**config.mk**
```make
export PLATFORM = sky130hd
export DESIGN_NAME = imem_loader
export DESIGN_NICKNAME = d
export VERILOG_FILES = /design/src/rtl/imem_loader.sv
export SDC_FILE = /design/constraint.sdc
export NUM_CORES = 1
export LEC_CHECK = 0
export BUFFER_PORTS_ARGS = -buffer_cell sky130_fd_sc_hd__buf_2
export CORE_MARGIN = 2
export CORE_UTILIZATION = 35
export CTS_CLUSTER_SIZE = 8
export DETAILED_ROUTE_END_ITERATION = 8
export GPL_TIMING_DRIVEN = 0
export RECOVER_POWER = 100
export SLEW_MARGIN = 20
export SYNTH_ARGS = -nofsm -noshare
export SYNTH_HDL_FRONTEND = slang
export SYNTH_SLANG_ARGS = --single-unit
```
**constraint.sdc**
```tcl
create_clock -name clk -period 3.79 [get_ports clk]
set_clock_uncertainty 0.05 [all_clocks]
set_input_delay 0.5685 -clock clk [delete_from_list [all_inputs] [get_ports clk]]
set_output_delay 0.5685 -clock clk [all_outputs]
set_load 0.01 [all_outputs]
```
**src/rtl/imem_loader.sv**
```systemverilog
// -----------------------------------------------------------------------------
// imem_loader
//   Writer side of the instruction memory. Takes a little-endian byte stream
//   over a valid/ready handshake, packs each group of four bytes into a 32-bit
//   instruction word and writes it at BASE_ADDR, BASE_ADDR+4, ...
//
// Parameters
//   BASE_ADDR    byte address of the first word (multiple of 4)
//   MAX_WORDS    capacity in words; larger requests are rejected with err
//
// Ports
//   clk, reset     clock, synchronous active-high reset
//   start          begin a load (sampled only while idle)
//   num_words      words to load, latched on an accepted start
//   byte_valid     byte_data holds a valid stream byte
//   byte_data      stream byte
//   byte_ready     loader takes a byte this cycle
//   wr_en          one-cycle write strobe per assembled word
//   wr_addr        byte address of the write (0 when wr_en is low)
//   wr_data        assembled word (0 when wr_en is low)
//   busy           load in progress (receiving or writing)
//   done           one-cycle end-of-load pulse
//   err            last start was rejected; valid with done, cleared by start
//   words_loaded   words written in the current/last load
// -----------------------------------------------------------------------------
module imem_loader #(
    parameter logic [31:0] BASE_ADDR = 32'h0000_0000,
    parameter int          MAX_WORDS = 32
) (
    input  logic        clk,
    input  logic        reset,
    input  logic        start,
    input  logic [6:0]  num_words,
    input  logic        byte_valid,
    input  logic [7:0]  byte_data,
    output logic        byte_ready,
    output logic        wr_en,
    output logic [31:0] wr_addr,
    output logic [31:0] wr_data,
    output logic        busy,
    output logic        done,
    output logic        err,
    output logic [6:0]  words_loaded
);

    localparam logic [6:0] MAX_W = 7'(MAX_WORDS);

    typedef enum logic [1:0] {
        IDLE,
        RECV,
        WRITE,
        DONE
    } state_t;

    state_t      state_q, state_d;
    logic [1:0]  byte_idx_q;
    logic [6:0]  word_idx_q;
    logic [6:0]  num_q;
    logic [6:0]  loaded_q;
    logic [31:0] word_q;
    logic        err_q;

    logic too_big;
    logic empty_req;
    logic last_byte;
    logic last_word;

    assign too_big   = num_words > MAX_W;
    assign empty_req = num_words == 7'd0;
    assign last_byte = byte_idx_q == 2'd3;
    assign last_word = (loaded_q + 7'd1) == num_q;

    // Next-state logic.
    always_comb begin
        // NOTE: every always_comb output gets a default first so no path can
        // leave it unassigned and infer a latch.
        state_d = state_q;
        case (state_q)
            IDLE: begin
                if (start) begin
                    state_d = (empty_req || too_big) ? DONE : RECV;
                end
            end
            RECV: begin
                if (byte_valid && last_byte) begin
                    state_d = WRITE;
                end
            end
            WRITE: begin
                state_d = last_word ? DONE : RECV;
            end
            DONE: begin
                state_d = IDLE;
            end
            default: begin
                state_d = IDLE;
            end
        endcase
    end

    // State register and datapath.
    always_ff @(posedge clk) begin
        // NOTE: sequential state uses non-blocking assignments so every
        // register samples pre-edge values regardless of statement order.
        if (reset) begin
            state_q    <= IDLE;
            byte_idx_q <= 2'd0;
            word_idx_q <= 7'd0;
            num_q      <= 7'd0;
            loaded_q   <= 7'd0;
            word_q     <= 32'd0;
            err_q      <= 1'b0;
        end else begin
            state_q <= state_d;
            case (state_q)
                IDLE: begin
                    if (start) begin
                        // err reflects only the most recent start.
                        err_q <= too_big;
                        if (!empty_req && !too_big) begin
                            num_q      <= num_words;
                            byte_idx_q <= 2'd0;
                            word_idx_q <= 7'd0;
                            loaded_q   <= 7'd0;
                        end
                    end
                end
                RECV: begin
                    if (byte_valid) begin
                        // Little-endian: byte k lands in bits [8k+7:8k].
                        word_q[{byte_idx_q, 3'b000} +: 8] <= byte_data;
                        byte_idx_q                        <= byte_idx_q + 2'd1;
                    end
                end
                WRITE: begin
                    word_idx_q <= word_idx_q + 7'd1;
                    loaded_q   <= loaded_q + 7'd1;
                end
                default: begin
                end
            endcase
        end
    end

    // Handshake and write strobe are masked by reset so that nothing is
    // consumed or written in the cycle reset is asserted.
    always_comb begin
        byte_ready = (state_q == RECV) && !reset;
        wr_en      = (state_q == WRITE) && !reset;
        wr_addr    = 32'd0;
        wr_data    = 32'd0;
        if (wr_en) begin
            wr_addr = BASE_ADDR + {23'd0, word_idx_q, 2'b00};
            wr_data = word_q;
        end
    end

    assign busy         = (state_q == RECV) || (state_q == WRITE);
    assign done         = state_q == DONE;
    assign err          = err_q;
    assign words_loaded = loaded_q;

endmodule

```
==> impl_metrics.toml, run 1 <==
[setup_path]
cp_slowest_cell = "a211oi_1"
cp-start-kind = "flip-flop"
worst-r2r-cell-count = 7
ff2ff_setup_slack_ps = 820
path_common_cell = "nor2_1"
critPathKind = "flip-flop to flip-flop"
cp.required_ps = 3950
crit_path_max_fanout = 7
end_kind = "flip-flop"
slowest_delay_ps = 910
cp_cell_sequence = "inv_1, ha_1, nand3b_1, a211oi_1, nor2_1, o21ai_1, nor2_1"
reg2reg_from = "state_q[0]"
crit_arrival_ps = 3140
timing.rr.end = "word_idx_q[4]"

[global_routing]
grt_pass1_wl_mm = 13.4
grt_max_degree = 11
grt_overflow = 0
grt_use_total = 0.171
grt_pass1_vias = 2686
antenna_found_initial = 0

[synthesis]
synth_top_family_by_area = "simple AND/OR/NAND/NOR gates"
synth.area.mux_share = 0.0225
seq_area_frac_synth = 0.372
yosys.area_share.simple = 0.275
syn_inst = 365
synthXorXnorAreaFrac = 0.0365
synth_seq_cells = 58
synth-compound-area-share = 0.149
syn_area_per_cell_um2 = 8.55
synth.distinct_cells = 45
yosys.area_share.adder = 0.0481
yosysWarnings = 0
syn-cell-area_um2 = 3120

[layout]
finish.instance_area_um2 = 3820
nFillCells = 953
fin_nets = 499
final_layout_size_suffix_gt1_frac = 0.127
diodes = 0
multi_input_area_um2 = 1720
regArea_um2 = 1160
fin_util = 0.440
area.growth.synth_to_final_pct = 22.4

[placed_design]
placed_cell_area_um2 = 3690
dp_hpwl_mm = 6.17
gp_congestion = 0.815
port_buffers = 68

[floorplanning]
die_area_um2 = 9690
num_io_pins = 95
initial_core_util = 0.360
core_area_um2 = 8680
die_x_um = 98.4
die_h_um = 98.4
num_rows = 34

[clock_network]
clock-root-buffer = "clkbuf_8"
cts_resized = 0
cts_made_buffers = 9
clkSinkCount = 58
insertion_delay_ps = 340
clk_pin_slew_ps = 70
post_cts_buffers = 0
cts_tree = "yes"
cts-htree-levels = 3
hold_buffers = 0
clockBufferDepth = 2

[min_path]
min_to = "num_q[3]"
min_delay_path_depth = 3
min-delay-start = "num_words[3]"
worstHoldPathType = "input pin to flip-flop"

[power_and_ir_drop]
powerDensity_nw_per_um2 = 491
ir_worst_vdd_uv = 320
cellLeakagePower_nw = 1.68
total_power_mw = 1.88

[drt]
wl_mm = 8.38
post_drt_via_cell_ratio = 5.15
routed-via-count = 2992
ant_nets = 0
drc_errors = 0
drtIter0Drc = 152
firstDrtPassIters = 5
wl_per_cell_um = 14.4

[sta]
fin_crit_sh = 0.785
max_freq_mhz = 336
setup_viol = 0
rsz0062_at_grt = "false"
finalHoldViolCount = 0
holdWs_ps = 439
slew_viol_final = 0
relSlewSlack = 0.0289
worst_slew_pin_slew_ps = 1440
fin_crit_ps = 2970
tns_ps = 0

[job]
maxCapViolCount = 0

[outcome]
outcome = "finished clean"
[worst max-delay path, delay by kind of cell (launching register included)]
| kind | cells | cell delay [ps] |
|---|---|---|
| simple gates | 3 | 730 |
| fa+ha+maj | 1 | 290 |
| compound gates | 2 | 1330 |
| flops | 1 | 340 |
| buf+inv | 1 | 110 |
[state kept, by name, indices dropped and copies added, names as in the netlist]
register and count:
words_loaded 7, state_q 2, word_idx_q 7, word_q 32, num_q 7, byte_idx_q 2, err 1
[cell usage after synthesis, drive strengths merged]
| library cell | count | area [µm²] |
|---|---|---|
| a2111oi | 1 | 8.76 |
| nor2 | 53 | 201 |
| buf | 29 | 205 |
| xnor2 | 7 | 61.3 |
| a22oi | 32 | 240 |
| o21ai | 7 | 35.0 |
| o221ai | 1 | 8.76 |
| and4 | 1 | 8.76 |
| and2 | 1 | 6.26 |
| a21oi | 10 | 50.1 |
| nand2 | 13 | 48.8 |
| inv | 10 | 37.5 |
| o21a | 1 | 7.51 |
| or3 | 4 | 25.0 |
| and4b | 1 | 10.0 |
| clkbuf | 15 | 56.3 |
| nor3 | 3 | 15.0 |
| nor4 | 3 | 33.8 |
| nand3 | 9 | 45.0 |
| nand3b | 6 | 45.0 |
| or2 | 1 | 6.26 |
| xor2 | 6 | 52.6 |
| o22ai | 1 | 6.26 |
| nor3b | 2 | 20.0 |
| nor2b | 1 | 6.26 |
| and3 | 43 | 269 |
| o211ai | 7 | 52.6 |
| a211oi | 3 | 27.5 |
| ha | 12 | 150 |
| nand4 | 5 | 31.3 |
| dfxtp | 58 | 1160 |
| mux2i | 7 | 70.1 |
| o31ai | 3 | 27.5 |
| or4 | 5 | 41.3 |
| nor4b | 3 | 45.0 |
| conb | 1 | 3.75 |
[cell families (layout without fill, tap and decap cells)]
kind of cell / count (synthesis) / count (layout)
compound gates: 66 / 66
xor+xnor: 13 / 13
fa+ha+maj: 12 / 12
buf+inv: 54 / 138
flops: 58 / 58
mux: 7 / 7
other cells: 1 / 25
simple gates: 154 / 154
[cell type report]
| class | count | share of cell area |
|---|---|---|
| clock buffers | 11 | 0.0344 |
| flip-flops and latches | 58 | 0.304 |
| multi-input cells | 277 | 0.449 |
| repair buffers | 68 | 0.0727 |
| clock inverters | 5 | 0.0269 |
| plain buffers | 44 | 0.0678 |
| well taps | 108 | 0.0354 |
| inverters | 10 | 0.00983 |
[worst max-delay path by stage]
stage	from	endpoint	slack [ps]	cells past startpoint
after global routing	state_q[1]	word_q[7]	430	8
final	state_q[0]	word_idx_q[4]	820	7
after global placement	reset	byte_ready	1160	5
after CTS	state_q[0]	wr_data[29]	970	6
after floorplan	num_words[1]	word_idx_q[5]	1620	5
after detailed placement	reset	byte_ready	1160	5
[cell usage in the layout (no fill, tap or decap), types with 3 or more instances in the layout]
cell,netlist,layout
nor3_1,3,3
bufinv_16,0,3
o211ai_1,7,7
nand2_1,13,13
nand3_1,9,9
nand3b_1,6,6
clkbuf_1,15,70
ha_1,12,12
a211oi_1,2,3
inv_1,10,10
or4_1,4,5
xor2_1,6,6
buf_2,2,18
conb_1,1,25
and3_1,43,43
nor4b_1,0,3
mux2i_1,7,7
buf_4,25,25
xnor2_1,7,7
clkbuf_8,0,9
dfxtp_1,58,58
o21ai_0,6,6
or3_1,4,4
nand4_1,5,5
a21oi_1,10,10
a22oi_1,32,32
nor2_1,52,53
[stage by stage]
| step | instances | setup WS, ps |
|---|---|---|
| after floorplan | 389 | 1620 |
| after CTS | 581 | 970 |
| after detailed placement | 565 | 1160 |
| after global routing | 581 | 431 |
| after global placement | 565 | 1160 |
| final | 581 | 816 |
[per-layer routing]
metal	vias to the layer above	share of wire	global-route usage
li1	1470	-	-
met1	1412	0.46	0.232
met2	102	0.47	0.270
met3	8	0.066	0.0511
met4	0	0.011	0.0358
met5	-	0	0
[report_power, final]
group	leakage (nW)	total [mW]	internal (mW)	switching (mW)
Sequential	0.468	0.675	0.645	0.0301
Clock	0.114	0.692	0.436	0.256
Combinational	1.10	0.509	0.163	0.346
Note: power is estimated with default switching activity, not from simulation.
==> inputs of run 2 (changes only) <==
Settings changed: ABC_AREA set to 1.
Clock period 3.79 ns to 2.6 ns, I/O delays scaled along.
==> run 2 against run 1 <==
Combinational power increased by 98%; wire length decreased by 0.85%; die area increased by 5.3%; largest cell class unchanged.
==> impl_metrics.toml, run 2 <==
[outcome]
outcome = "finished clean"

[drt]
wl_mm = 8.31
post_drt_via_cell_ratio = 4.54
drtIter0Drc = 151
drc_errors = 0
firstDrtPassIters = 5
wl_per_cell_um = 11.7
ant_nets = 0
routed-via-count = 3235

[setup_path]
cp-start-kind = "flip-flop"
timing.rr.end = "word_q[6]"
critPathKind = "flip-flop to output pin"
worst-r2r-cell-count = 7
crit_path_max_fanout = 10
reg2reg_from = "byte_idx_q[0]"
crit_arrival_ps = 2000
ff2ff_setup_slack_ps = 480
cp.required_ps = 2160
end_kind = "output pin"

[sta]
slew_viol_final = 0
max_freq_mhz = 409
tns_ps = 0
rsz0062_at_grt = "false"
holdWs_ps = 302
relSlewSlack = 0.637
fin_crit_ps = 2440
setup_viol = 0
worst_slew_pin_slew_ps = 544
finalHoldViolCount = 0
fin_crit_sh = 0.940

[synthesis]
syn_area_per_cell_um2 = 6.65
syn_inst = 495
yosysTopAreaCell = "dfxtp_1"
syn-cell-area_um2 = 3290
seq_area_frac_synth = 0.353
synthXorXnorAreaFrac = 0.0129
synth-compound-area-share = 0.152
ys_dominant_reg_cell = "dfxtp_1"
yosysWarnings = 0
synth.distinct_cells = 34
synthArstFlopShare = 0
synth.area.mux_share = 0
synth.most_common_cell = "nand2_1"
synth_seq_cells = 58
synthTopCellsByCount = "nand2_1 (95), nor2_1 (81), inv_1 (71)"
yosys.area_share.simple = 0.268
synth_top_area_share = 0.353
yosys.area_share.adder = 0.0456
synth_top_family_by_area = "simple AND/OR/NAND/NOR gates"
synth-edff-count = 0
synth_area_leaders = "dfxtp_1 (35%), nand2_1 (11%), nor2_1 (9.2%)"

[layout]
largest_reg_flops = 32
area.growth.synth_to_final_pct = 21.2
layout_common_cells = "nand2_1 (96), nor2_1 (80), inv_1 (69)"
nFillCells = 997
diodes = 0
largest-register = "word_q"
fin_nets = 629
final_common_cell = "nand2_1"
final_layout_size_suffix_gt1_frac = 0.136

[clock_network]
cts-htree-levels = 3
cts_made_buffers = 9
hold_buffers = 0
cts_tree = "yes"
insertion_delay_ps = 330
clockBufferDepth = 2
clkSinkCount = 58
clk_pin_slew_ps = 70
clock-root-buffer = "clkbuf_8"

[placed_design]
gp_congestion = 0.927
port_buffers = 68
dp_hpwl_mm = 6.36

[global_routing]
antenna_found_initial = 0
grt_max_degree = 13
grt_use_total = 0.170
grt_pass1_wl_mm = 13.7
grt_pass1_vias = 2938
grt_overflow = 0

[power_and_ir_drop]
powerDensity_nw_per_um2 = 740
total_power_mw = 2.95
cellLeakagePower_nw = 1.60
ir_worst_vdd_uv = 416

[floorplanning]
num_rows = 35
die_x_um = 101
die_h_um = 101
core_area_um2 = 9200
initial_core_util = 0.358
num_io_pins = 95
die_area_um2 = 10200

[min_path]
min_delay_path_depth = 3
min_to = "num_q[2]"
min-delay-start = "num_words[2]"
worstHoldPathType = "input pin to flip-flop"

[job]
maxCapViolCount = 0
## run 2: cell types whose count changed after synthesis, moves of 7 or more
| cell | delta |
|---|---|
| a22oi_1 | -32 |
| nor2_1 | +29 |
| a21oi_1 | +42 |
| inv_1 | +61 |
| o211ai_1 | -7 |
| and3_1 | -43 |
| nand2_1 | +82 |
| mux2i_1 | -7 |
| o21ai_0 | +23 |
| nand3_1 | +13 |
| xnor2_1 | -7 |
## run 2: kinds of logic (layout without fill, tap and decap cells)
kind of cell	count (synthesis)	in the layout
adder cells (fa/ha/maj)	12	12
other	1	25
XOR/XNOR	4	4
flip-flops	58	58
AND/OR/NAND/NOR	212	212
buffers and inverters	115	198
AO/OA/AOI/OAI	93	93
## run 2: repair_timing
item	in CTS	in global routing
endpoints found under the setup margin	10	11
endpoints found under the hold margin	0	0
setup buffers	0	0
resized for setup	3	4
## run 2: power breakdown
group          switching (mW)  internal (mW)
clock network           0.344          0.515
registers              0.0927          0.996
logic                   0.687          0.319
## run 2: final cells by class
class / count / area (µm²) / share of cell area
Tap cell: 111 / 139 / 0.0348
Clock buffer: 13 / 169 / 0.0423
Inverter: 73 / 274 / 0.0687
Buffer: 42 / 256 / 0.0643
Timing Repair Buffer: 68 / 290 / 0.0727
Sequential cell: 58 / 1160 / 0.291
Clock inverter: 2 / 35.0 / 0.00878
Multi-Input combinational cell: 346 / 1670 / 0.418
## run 2: critical path, stage by stage (launching register included)
cell and delay [ps]:
dfxtp_1 420, ha_4 190, inv_2 80, nor2_2 150, inv_1 80, buf_2 200
clkbuf_4 210, nor2_1 170, clkbuf_2 160
## run 2: per-layer routing
layer / GRT usage / wire, µm / vias up
li1: - / - / 1705
met3: 0.0458 / 497 / 10
met5: 0 / 0 / -
met4: 0.0468 / 106 / 0
met1: 0.223 / 3990 / 1427
met2: 0.277 / 3710 / 93
## run 2: metrics by stage
step	utilization	std cells	setup WS [ps]	instance area [µm²]
2_1_floorplan	-	519	605	3380
3_3_place_gp	0.420	698	111	3860
3_5_place_dp	0.420	698	75.1	3860
4_1_cts	0.442	713	10.8	4070
5_1_grt	0.434	713	24.3	3990
6_report	0.434	713	156	3990
## run 2: worst max-delay path by stage
stage                     startpoint     endpoint  slack, ps  cells after the start
after floorplan           state_q[0]   wr_addr[2]        610                      8
after global placement    state_q[0]  wr_data[28]        110                      9
after detailed placement  state_q[0]  wr_data[28]         80                      9
after CTS                 state_q[0]  wr_data[28]         10                      9
after global routing      state_q[1]  wr_data[28]         20                      8
final                     state_q[1]  wr_data[30]        160                      8
==> inputs of run 3 (changes only) <==
Settings changed: PLACE_DENSITY set to 0.58.
==> run 3 against run 2 <==
Sequential power hardly changed; combinational power hardly changed; worst setup slack better by 8.5 ps; via count shrank 1.2%; clock power is 9.7% lower; die area unchanged; clock-buffer cell count up 1; power fell by 2.8%; register-to-register slack got worse by 60 ps; hold slack worse by 10 ps; sequential cell count did not move; highest routed layer unchanged.
==> impl_metrics.toml, run 3 (same netlist as run 2, synthesis figures left out) <==
[outcome]
outcome = "finished clean"

[sta]
worst_slew_pin_slew_ps = 548
fin_crit_ps = 2440
max_freq_mhz = 411
fin_crit_sh = 0.937
rsz0062_at_grt = "false"
finalHoldViolCount = 0
slew_viol_final = 0
setup_viol = 0
tns_ps = 0
holdWs_ps = 292
relSlewSlack = 0.635

[clock_network]
clk_pin_slew_ps = 70
clkSinkCount = 58
hold_buffers = 0
insertion_delay_ps = 340
cts-htree-levels = 3
cts_tree = "yes"
clockBufferDepth = 2
cts_made_buffers = 9
clock-root-buffer = "clkbuf_8"

[layout]
diodes = 0
area.growth.synth_to_final_pct = 20.5
final_common_cell = "nand2_1"
layout_common_cells = "nand2_1 (96), nor2_1 (79), inv_1 (69)"
largest_reg_flops = 32
layout.cells.non_filler = 714
nFillCells = 1049
final_layout_size_suffix_gt1_frac = 0.139
fin_nets = 629
largest-register = "word_q"

[drt]
routed-via-count = 3196
wl_per_cell_um = 11.8
drtIter0Drc = 136
drc_errors = 0
wl_mm = 8.40
ant_nets = 0
post_drt_via_cell_ratio = 4.48
firstDrtPassIters = 5

[setup_path]
cp-start-kind = "flip-flop"
crit_arrival_ps = 2000
cp_cell_sequence = "inv_2, ha_4, inv_2, nor2_2, inv_1, buf_2, clkbuf_4, nor2_1, buf_2"
cp_slowest_cell = "dfxtp_1"
slowest_delay_ps = 330
crit_path_max_fanout = 10
critPathKind = "flip-flop to output pin"
crit_family = "buffers and inverters"
ff2ff_setup_slack_ps = 420
end_kind = "output pin"
cp.required_ps = 2160
reg2reg_from = "byte_idx_q[0]"
timing.rr.end = "word_q[4]"
cp-startpoint = "state_q[0]"
worst-r2r-cell-count = 8
critPathBufInv = 6

[global_routing]
grt_use_total = 0.170
antenna_found_initial = 0
grt_max_degree = 13
grt_pass1_vias = 2887
grt_overflow = 0
grt_pass1_wl_mm = 13.6

[min_path]
worstHoldPathType = "input pin to flip-flop"
min_to = "err"
min_delay_path_depth = 3
min-delay-start = "num_words[6]"

[job]
maxCapViolCount = 0

[floorplanning]
die_x_um = 101
die_h_um = 101
core_area_um2 = 9200
num_io_pins = 95
num_rows = 35
die_area_um2 = 10200
initial_core_util = 0.358

[power_and_ir_drop]
ir_worst_vdd_uv = 364
p_seq_frac = 0.378
cellLeakagePower_nw = 1.60
combPwrFrac = 0.352
powerDensity_nw_per_um2 = 724
swShare = 0.395
p_int_mw = 1.74
power_switching_mw = 1.13
p_clk_frac = 0.270

[placed_design]
place_inst = 698
port_buffers = 68
dp_hpwl_mm = 6.46
gp_congestion = 0.899
run 3: cell count changes in the layout (fill, tap and decap cells not counted):
cell       before  now
buf_2          24   26
bufinv_16       1    0
xor2_2          1    0
xor2_1          3    4
nor2_1         80   79
clkinv_2        1    2
clkbuf_1       56   55
nor2_2          2    3
run 3: layout make-up:
cell class	count	area, µm²	share of cell area
plain buffers	42	256	0.0646
well taps	111	139	0.0350
flip-flops and latches	58	1160	0.293
multi-input cells	346	1660	0.419
inverters	73	274	0.0691
clock inverters	2	10.0	0.00252
repair buffers	68	293	0.0738
clock buffers	14	173	0.0435
run 3: worst max-delay path by stage:
stage	endpoint	cells after the start
final	wr_data[28]	9
after global routing	wr_data[28]	9
after CTS	wr_data[27]	9
after detailed placement	wr_data[27]	9
after global placement	wr_data[28]	9
after floorplan	wr_addr[2]	8
run 3: worst min-delay path, cell delays in order:
cell,delay [ps]
buf_2,100
a21oi_4,40
a21oi_1,110
run 3: metrics by stage:
stage	worst slack, ps	total power [mW]	area, µm²	utilization
2_1_floorplan	605	1.86	3380	-
3_3_place_gp	114	2.12	3860	0.420
3_5_place_dp	69.0	2.14	3860	0.420
4_1_cts	32.7	2.93	4050	0.440
5_1_grt	4.65	3.09	3970	0.431
6_report	165	2.87	3970	0.431
run 3: power by group through the flow:
stage	sequential [mW]	clock, mW	combinational, mW
5_1_grt	1.10	0.827	1.16
4_1_cts	1.08	0.796	1.06
6_report	1.09	0.776	1.01
3_3_place_gp	1.10	0	1.02
3_5_place_dp	1.10	0	1.04
2_1_floorplan	1.10	0	0.764
run 3: routing by layer:
layer | vias up | global-route usage | routed length (µm)
met5 | - | 0 | 0
met4 | 0 | 0.0842 | 182
met3 | 13 | 0.0277 | 496
met2 | 93 | 0.268 | 3660
met1 | 1375 | 0.224 | 4060
li1 | 1715 | - | -
run 3: repair_timing:
item	CTS	global route
resized for setup	4	4
endpoints found under the setup margin	10	10
gates cloned	0	0
buffers inserted	0	0
